**src/rtl/div_ctrl_if.sv**
```systemverilog
// Bundle between the execute stage, the div_ctrl sequencer and the iterative divider.
// Handshake: a request is taken when req_valid_i is high in IDLE with flush_i low; the
// divider runs while div_start_o is high and signals completion with div_ready_i.
interface div_ctrl_if;
  logic        req_valid_i;
  logic [3:0]  req_op_i;
  logic [31:0] req_dividend_i;
  logic [31:0] req_divisor_i;
  logic [4:0]  req_rd_i;
  logic        flush_i;
  logic        hold_o;
  logic        wb_valid_o;
  logic [4:0]  wb_rd_o;
  logic [31:0] wb_data_o;
  logic        div_start_o;
  logic [3:0]  div_op_o;
  logic [31:0] div_dividend_o;
  logic [31:0] div_divisor_o;
  logic [31:0] div_result_i;
  logic        div_ready_i;
  logic [1:0]  state_dbg;

  modport slave (
    input  req_valid_i, req_op_i, req_dividend_i, req_divisor_i, req_rd_i, flush_i,
    input  div_result_i, div_ready_i,
    output hold_o, wb_valid_o, wb_rd_o, wb_data_o,
    output div_start_o, div_op_o, div_dividend_o, div_divisor_o, state_dbg
  );

  modport master (
    output req_valid_i, req_op_i, req_dividend_i, req_divisor_i, req_rd_i, flush_i,
    output div_result_i, div_ready_i,
    input  hold_o, wb_valid_o, wb_rd_o, wb_data_o,
    input  div_start_o, div_op_o, div_dividend_o, div_divisor_o, state_dbg
  );
endinterface

```
**src/rtl/div_ctrl.sv**
```systemverilog
// Sequencer owning the iterative divider's start/ready handshake, with a one-entry
// result cache so a repeated identical divide/remainder completes without the divider.
module div_ctrl #(
  parameter bit CACHE_EN = 1'b1
) (
  input logic      clk,
  input logic      rst_n,
  div_ctrl_if.slave bus
);

  localparam logic [1:0] IDLE    = 2'd0;
  localparam logic [1:0] BUSY    = 2'd1;
  localparam logic [1:0] RECOVER = 2'd2;

  logic [1:0]  state, state_n;

  logic        wb_valid_q;
  logic [4:0]  wb_rd_q;
  logic [31:0] wb_data_q;

  logic [3:0]  op_q;
  logic [31:0] dividend_q;
  logic [31:0] divisor_q;
  logic [4:0]  rd_q;

  logic        c_valid;
  logic [3:0]  c_op;
  logic [31:0] c_dividend;
  logic [31:0] c_divisor;
  logic [31:0] c_result;

  logic        hit;
  logic        accept;
  logic        done;
  logic        hold;

  // The op is part of the key, so DIV and REM on the same operands never alias.
  assign hit = CACHE_EN && c_valid && (bus.req_op_i == c_op) &&
               (bus.req_dividend_i == c_dividend) && (bus.req_divisor_i == c_divisor);

  assign accept = (state == IDLE) && bus.req_valid_i && !bus.flush_i;
  assign done   = (state == BUSY) && bus.div_ready_i && !bus.flush_i;

  always_comb begin
    state_n = state;
    hold    = 1'b0;
    case (state)
      IDLE: begin
        hold = accept && !hit;
        if (accept && !hit) state_n = BUSY;
      end
      BUSY: begin
        hold = !bus.div_ready_i || bus.flush_i;
        if (bus.div_ready_i || bus.flush_i) state_n = RECOVER;
      end
      RECOVER: begin
        hold    = bus.req_valid_i && !bus.flush_i;
        state_n = IDLE;
      end
      default: begin
        state_n = IDLE;
      end
    endcase
  end

  always_ff @(posedge clk) begin
    if (!rst_n) begin
      state      <= IDLE;
      wb_valid_q <= 1'b0;
      wb_rd_q    <= '0;
      wb_data_q  <= '0;
      op_q       <= '0;
      dividend_q <= '0;
      divisor_q  <= '0;
      rd_q       <= '0;
      c_valid    <= 1'b0;
      c_op       <= '0;
      c_dividend <= '0;
      c_divisor  <= '0;
      c_result   <= '0;
    end else begin
      state      <= state_n;
      wb_valid_q <= 1'b0;
      if (accept && hit) begin
        wb_valid_q <= 1'b1;
        wb_data_q  <= c_result;
        wb_rd_q    <= bus.req_rd_i;
      end
      if (accept && !hit) begin
        op_q       <= bus.req_op_i;
        dividend_q <= bus.req_dividend_i;
        divisor_q  <= bus.req_divisor_i;
        rd_q       <= bus.req_rd_i;
      end
      // A flush in the ready cycle wins: nothing is written back or cached.
      if (done) begin
        wb_valid_q <= 1'b1;
        wb_data_q  <= bus.div_result_i;
        wb_rd_q    <= rd_q;
        if (CACHE_EN) begin
          c_valid    <= 1'b1;
          c_op       <= op_q;
          c_dividend <= dividend_q;
          c_divisor  <= divisor_q;
          c_result   <= bus.div_result_i;
        end
      end
    end
  end

  // Start drops combinationally with ready so the divider cannot relaunch.
  assign bus.div_start_o    = (state == BUSY) && !bus.div_ready_i && !bus.flush_i;
  assign bus.div_op_o       = op_q;
  assign bus.div_dividend_o = dividend_q;
  assign bus.div_divisor_o  = divisor_q;
  assign bus.hold_o         = hold;
  assign bus.wb_valid_o     = wb_valid_q;
  assign bus.wb_rd_o        = wb_rd_q;
  assign bus.wb_data_o      = wb_data_q;
  assign bus.state_dbg      = state;

endmodule

```
**src/flat_wrapper.sv**
```systemverilog
// flat-port wrapper written by rule: the top's interface ports become plain ports
module div_ctrl_flat 
#(
  parameter bit CACHE_EN = 1'b1
)
  (clk, rst_n, bus_req_valid_i, bus_req_op_i, bus_req_dividend_i, bus_req_divisor_i, bus_req_rd_i, bus_flush_i, bus_div_result_i, bus_div_ready_i, bus_hold_o, bus_wb_valid_o, bus_wb_rd_o, bus_wb_data_o, bus_div_start_o, bus_div_op_o, bus_div_dividend_o, bus_div_divisor_o, bus_state_dbg);
  div_ctrl_if bus_i ();
  input logic clk;
  input logic rst_n;
  input wire logic [$bits(bus_i.req_valid_i)-1:0] bus_req_valid_i;
  input wire logic [$bits(bus_i.req_op_i)-1:0] bus_req_op_i;
  input wire logic [$bits(bus_i.req_dividend_i)-1:0] bus_req_dividend_i;
  input wire logic [$bits(bus_i.req_divisor_i)-1:0] bus_req_divisor_i;
  input wire logic [$bits(bus_i.req_rd_i)-1:0] bus_req_rd_i;
  input wire logic [$bits(bus_i.flush_i)-1:0] bus_flush_i;
  input wire logic [$bits(bus_i.div_result_i)-1:0] bus_div_result_i;
  input wire logic [$bits(bus_i.div_ready_i)-1:0] bus_div_ready_i;
  output wire logic [$bits(bus_i.hold_o)-1:0] bus_hold_o;
  output wire logic [$bits(bus_i.wb_valid_o)-1:0] bus_wb_valid_o;
  output wire logic [$bits(bus_i.wb_rd_o)-1:0] bus_wb_rd_o;
  output wire logic [$bits(bus_i.wb_data_o)-1:0] bus_wb_data_o;
  output wire logic [$bits(bus_i.div_start_o)-1:0] bus_div_start_o;
  output wire logic [$bits(bus_i.div_op_o)-1:0] bus_div_op_o;
  output wire logic [$bits(bus_i.div_dividend_o)-1:0] bus_div_dividend_o;
  output wire logic [$bits(bus_i.div_divisor_o)-1:0] bus_div_divisor_o;
  output wire logic [$bits(bus_i.state_dbg)-1:0] bus_state_dbg;
  assign bus_i.req_valid_i = bus_req_valid_i;
  assign bus_i.req_op_i = bus_req_op_i;
  assign bus_i.req_dividend_i = bus_req_dividend_i;
  assign bus_i.req_divisor_i = bus_req_divisor_i;
  assign bus_i.req_rd_i = bus_req_rd_i;
  assign bus_i.flush_i = bus_flush_i;
  assign bus_i.div_result_i = bus_div_result_i;
  assign bus_i.div_ready_i = bus_div_ready_i;
  assign bus_hold_o = bus_i.hold_o;
  assign bus_wb_valid_o = bus_i.wb_valid_o;
  assign bus_wb_rd_o = bus_i.wb_rd_o;
  assign bus_wb_data_o = bus_i.wb_data_o;
  assign bus_div_start_o = bus_i.div_start_o;
  assign bus_div_op_o = bus_i.div_op_o;
  assign bus_div_dividend_o = bus_i.div_dividend_o;
  assign bus_div_divisor_o = bus_i.div_divisor_o;
  assign bus_state_dbg = bus_i.state_dbg;
  div_ctrl #(.CACHE_EN(CACHE_EN)) u_core (.clk(clk), .rst_n(rst_n), .bus(bus_i));
endmodule
```
**config.mk**
```make
export PLATFORM = sky130hd
export DESIGN_NAME = div_ctrl_flat
export DESIGN_NICKNAME = d
export VERILOG_FILES = /design/src/rtl/div_ctrl_if.sv /design/src/rtl/div_ctrl.sv /design/src/flat_wrapper.sv
export SDC_FILE = /design/constraint.sdc
export NUM_CORES = 1
export LEC_CHECK = 0
export BUFFER_PORTS_ARGS = -buffer_cell sky130_fd_sc_hd__buf_2
export CAP_MARGIN = 20
export CORE_ASPECT_RATIO = 0.5
export CORE_MARGIN = 2
export CORE_UTILIZATION = 51
export CTS_BUF_LIST = sky130_fd_sc_hd__clkbuf_8
export CTS_CLUSTER_DIAMETER = 100
export DETAILED_ROUTE_END_ITERATION = 10
export GPL_TIMING_DRIVEN = 1
export PLACE_DENSITY_LB_ADDON = 0.08
export SYNTH_ARGS = -nofsm -noshare
export SYNTH_HDL_FRONTEND = slang
export SYNTH_SLANG_ARGS = --single-unit
```
**constraint.sdc**
```tcl
create_clock -name clk -period 2 [get_ports clk]
set_input_delay 0.4 -clock clk [delete_from_list [all_inputs] [get_ports clk]]
set_output_delay 0.4 -clock clk [all_outputs]
set_load 0.02 [all_outputs]
```
==> flow_summary.ini <==
[timing]
period_share_pct = 145
drv_slew = 0
grt_setup_unrepaired = true
relSlewSlack_pct = 53.2
period_needed_ns = 2.91
fmax_mhz = 344
fin_skew_ns = 0.0207
hold_viol_final = 0
finalSetupViolCount = 114
worst_pin_slew_ns = 0.703
setup_ws_ns = -0.906

[pwr]
power.total_uw = 9040
ir_drop_mv = 0.463
leakagePower_uw = 0.00552
power_density_nw_per_um2 = 681

[synthesis]
ys_seq_elements = 214
syn_area_per_cell_sq_um = 8.39
ys_types = 35
yosysWarnings = 0
ys.flop_type = dfxtp_1
syn_inst = 1149
async_reset_ff_share_pct = 0
syn_area_sq_um = 9640
syn_nets = 1259
synth_edf_count = 0
ys_seq_area_share_pct = 44.5

[layout]
fin_area_sq_um = 13300
area_delta_synth_final_pct = 37.7
diodes = 0
finalNetCount = 1503
drive_above_1_share_pct = 29.7

[job]
maxCapViolations = 0

[floorplan]
ioPinCount = 220
die_area_sq_um = 20100
num_rows = 35
initial_utilization_pct = 52.3
core-area_sq_um = 18400
dieHeight_um = 101
die_w_um = 198

[routing]
wl_met2_mm = 14.5
wl_met1_mm = 14.0
viasPerCell = 5.52
drt-pass1-iter-count = 7
avgRoutedWirePerCell_um = 18.8
dr_wl_met3_mm = 2.31
wl_mm = 31.5
ant_nets = 0
drt_iter0_drc = 588
routed.top_layer = met5
vias = 9256
post-route-drc-count = 0

[place]
pre_cts_ws_ns = -0.784
dpl_cell_area_sq_um = 11300
dpl.hpwl_mm = 18.5
io_buffer_count = 219
place.gp.congestion = 0.804

[setup_path]
worstPathArrival_ns = 2.51
end_kind = primary output
crit_fanout = 2
required_ns = 1.60
worstSetupPathType = flip-flop to primary output
start_kind = flip-flop
rr_worst_depth = 10

[cts]
clk_latency_ns = 0.59
tritoncts.num_buffers = 31
htreeDepth = 1
clock_path_buffers = 3
cts.sinks = 214
path_clk_slew_ns = 0.08
root_buffer = clkbuf_8
cts_tree = done

[hold_path]
hp-class = input port to flip-flop
hold_depth = 2

[global_routing]
grt_overflow = 0
grt_pass1_vias = 8851
antenna_found_initial = 1
grt_max_degree = 89
grt_usage_pct = 30.8
grt_pass1_wl_mm = 47.9

[outcome]
violations = negative setup slack
status = finished with violations
layout make-up:
cell class,count,area [sq um]
multi-input cells,825,5510
fillers,1459,5170
flip-flops and latches,214,4290
repair buffers,311,2490
clock buffers,38,523
well taps,259,324
clock inverters,20,92.6
inverters,10,37.5
per-stage QoR:
stage,hold slack [ns],setup TNS (ns),utilization [%],cells
2_1_floorplan,0.425,-5.27,-,1149
3_3_place_gp,0.439,-77.80,61.3,1583
3_5_place_dp,0.446,-76.87,61.3,1583
4_1_cts,0.0234,-53.09,72.0,1678
5_1_grt,0.0121,-60.00,72.0,1677
6_report,0.0305,-52.65,72.0,1677
sequential cells by signal, indices dropped and copies added, names as in the netlist, 2 cells and up:
signal,cells
u_core.bus.state_dbg,2
u_core.bus.div_dividend_o,32
u_core.bus.wb_rd_o,5
u_core.c_divisor,32
u_core.bus.div_divisor_o,32
u_core.bus.div_op_o,4
u_core.bus.wb_data_o,32
u_core.c_dividend,32
u_core.c_result,32
u_core.rd_q,5
u_core.c_op,4
metal layers:
metal  GRT usage [%]  vias to the layer above
li1                -                     4430
met1            40.7                     4446
met2            51.0                      319
met3            7.13                       59
met4            9.20                        2
met5               0                        -
worst max-delay path, stage by stage (launching register included):
cell	delay (ns)
dfxtp_1	0.32
xnor2_1	0.21
o221ai_1	0.23
nor4_1	0.36
buf_4	0.20
nand4_1	0.15
nor3_2	0.17
o22ai_1	0.09
buf_4	0.19
cell usage after synthesis, types with 5 or more instances:
cell type	number	share of area [%]
a21boi_0	101	7.9
o21ai_0	6	0.31
xnor2_1	56	5.1
buf_1	6	0.23
clkbuf_1	81	3.2
nor2b_1	6	0.39
a31oi_1	5	0.32
nand4_1	46	3.0
inv_1	10	0.39
nor4_1	9	0.58
buf_2	5	0.26
and3_1	7	0.45
nand2_1	353	14
nand3_1	66	3.4
mux2i_1	73	7.6
buf_6	7	0.82
o31ai_1	32	2.5
a22o_1	32	2.9
dfxtp_1	214	44
nor2_1	8	0.31
report_power, final:
part	leakage, uW	total, uW	switching [uW]	internal (uW)
clock	0.000364	3520	1790	1730
sequential	0.00174	4440	77.9	4360
combinational	0.00342	1070	628	445
cells in the final DEF (no fill, tap or decap), types with 3 or more instances in the layout:
| cell type | n |
|---|---|
| clkbuf_8 | 39 |
| nand3_1 | 65 |
| buf_6 | 8 |
| buf_2 | 216 |
| buf_16 | 13 |
| buf_4 | 42 |
| o22ai_1 | 3 |
| buf_12 | 25 |
| dfxtp_2 | 3 |
| nand2_1 | 352 |
| nand4_1 | 46 |
| o31ai_4 | 30 |
| xnor2_2 | 3 |
| mux2i_1 | 71 |
| inv_1 | 21 |
| xnor2_1 | 53 |
| clkinv_2 | 7 |
| o21ai_1 | 5 |
| and3_1 | 5 |
| a31oi_1 | 3 |
| nor2_1 | 7 |
| a22o_1 | 32 |
| xor2_1 | 3 |
| dfxtp_1 | 210 |
| nor4_4 | 6 |
| nor2b_1 | 5 |
| buf_8 | 3 |
| a21boi_0 | 100 |
kinds of logic (layout without fill, tap and decap cells):
family / Yosys count / after routing / share of synthesized area (%)
buf+inv: 110 / 379 / 4.93
mux: 73 / 73 / 7.58
xor+xnor: 59 / 59 / 5.36
simple gates: 506 / 506 / 22.8
compound gates: 187 / 187 / 14.9
flops: 214 / 214 / 44.5
timing repair:
action | in CTS | in global routing
hold buffers | 0 | 0
endpoints found under the setup margin | 114 | 114
resized for setup | 124 | 21
cloned | 20 | 2
hold endpoints to repair | 0 | 0
pin swaps | 69 | 32
buffers inserted | 18 | 7
worst paths after layout:
check,startpoint,end,slack [ns]
setup reg to reg,u_core.c_dividend[1]$_SDFFE_PN0P_,u_core.bus.div_divisor_o[20]$_SDFFE_PN0P_,-0.60
hold reg to reg,u_core.rd_q[0]$_SDFFE_PN0P_,u_core.bus.wb_rd_o[0]$_SDFFE_PN0P_,0.46
setup / recovery,u_core.c_dividend[1]$_SDFFE_PN0P_,bus_hold_o,-0.91
hold / removal,bus_div_result_i[0],u_core.bus.wb_data_o[0]$_SDFFE_PN0P_,0.03
No activity file was read; power rests on OpenSTA's default activity.
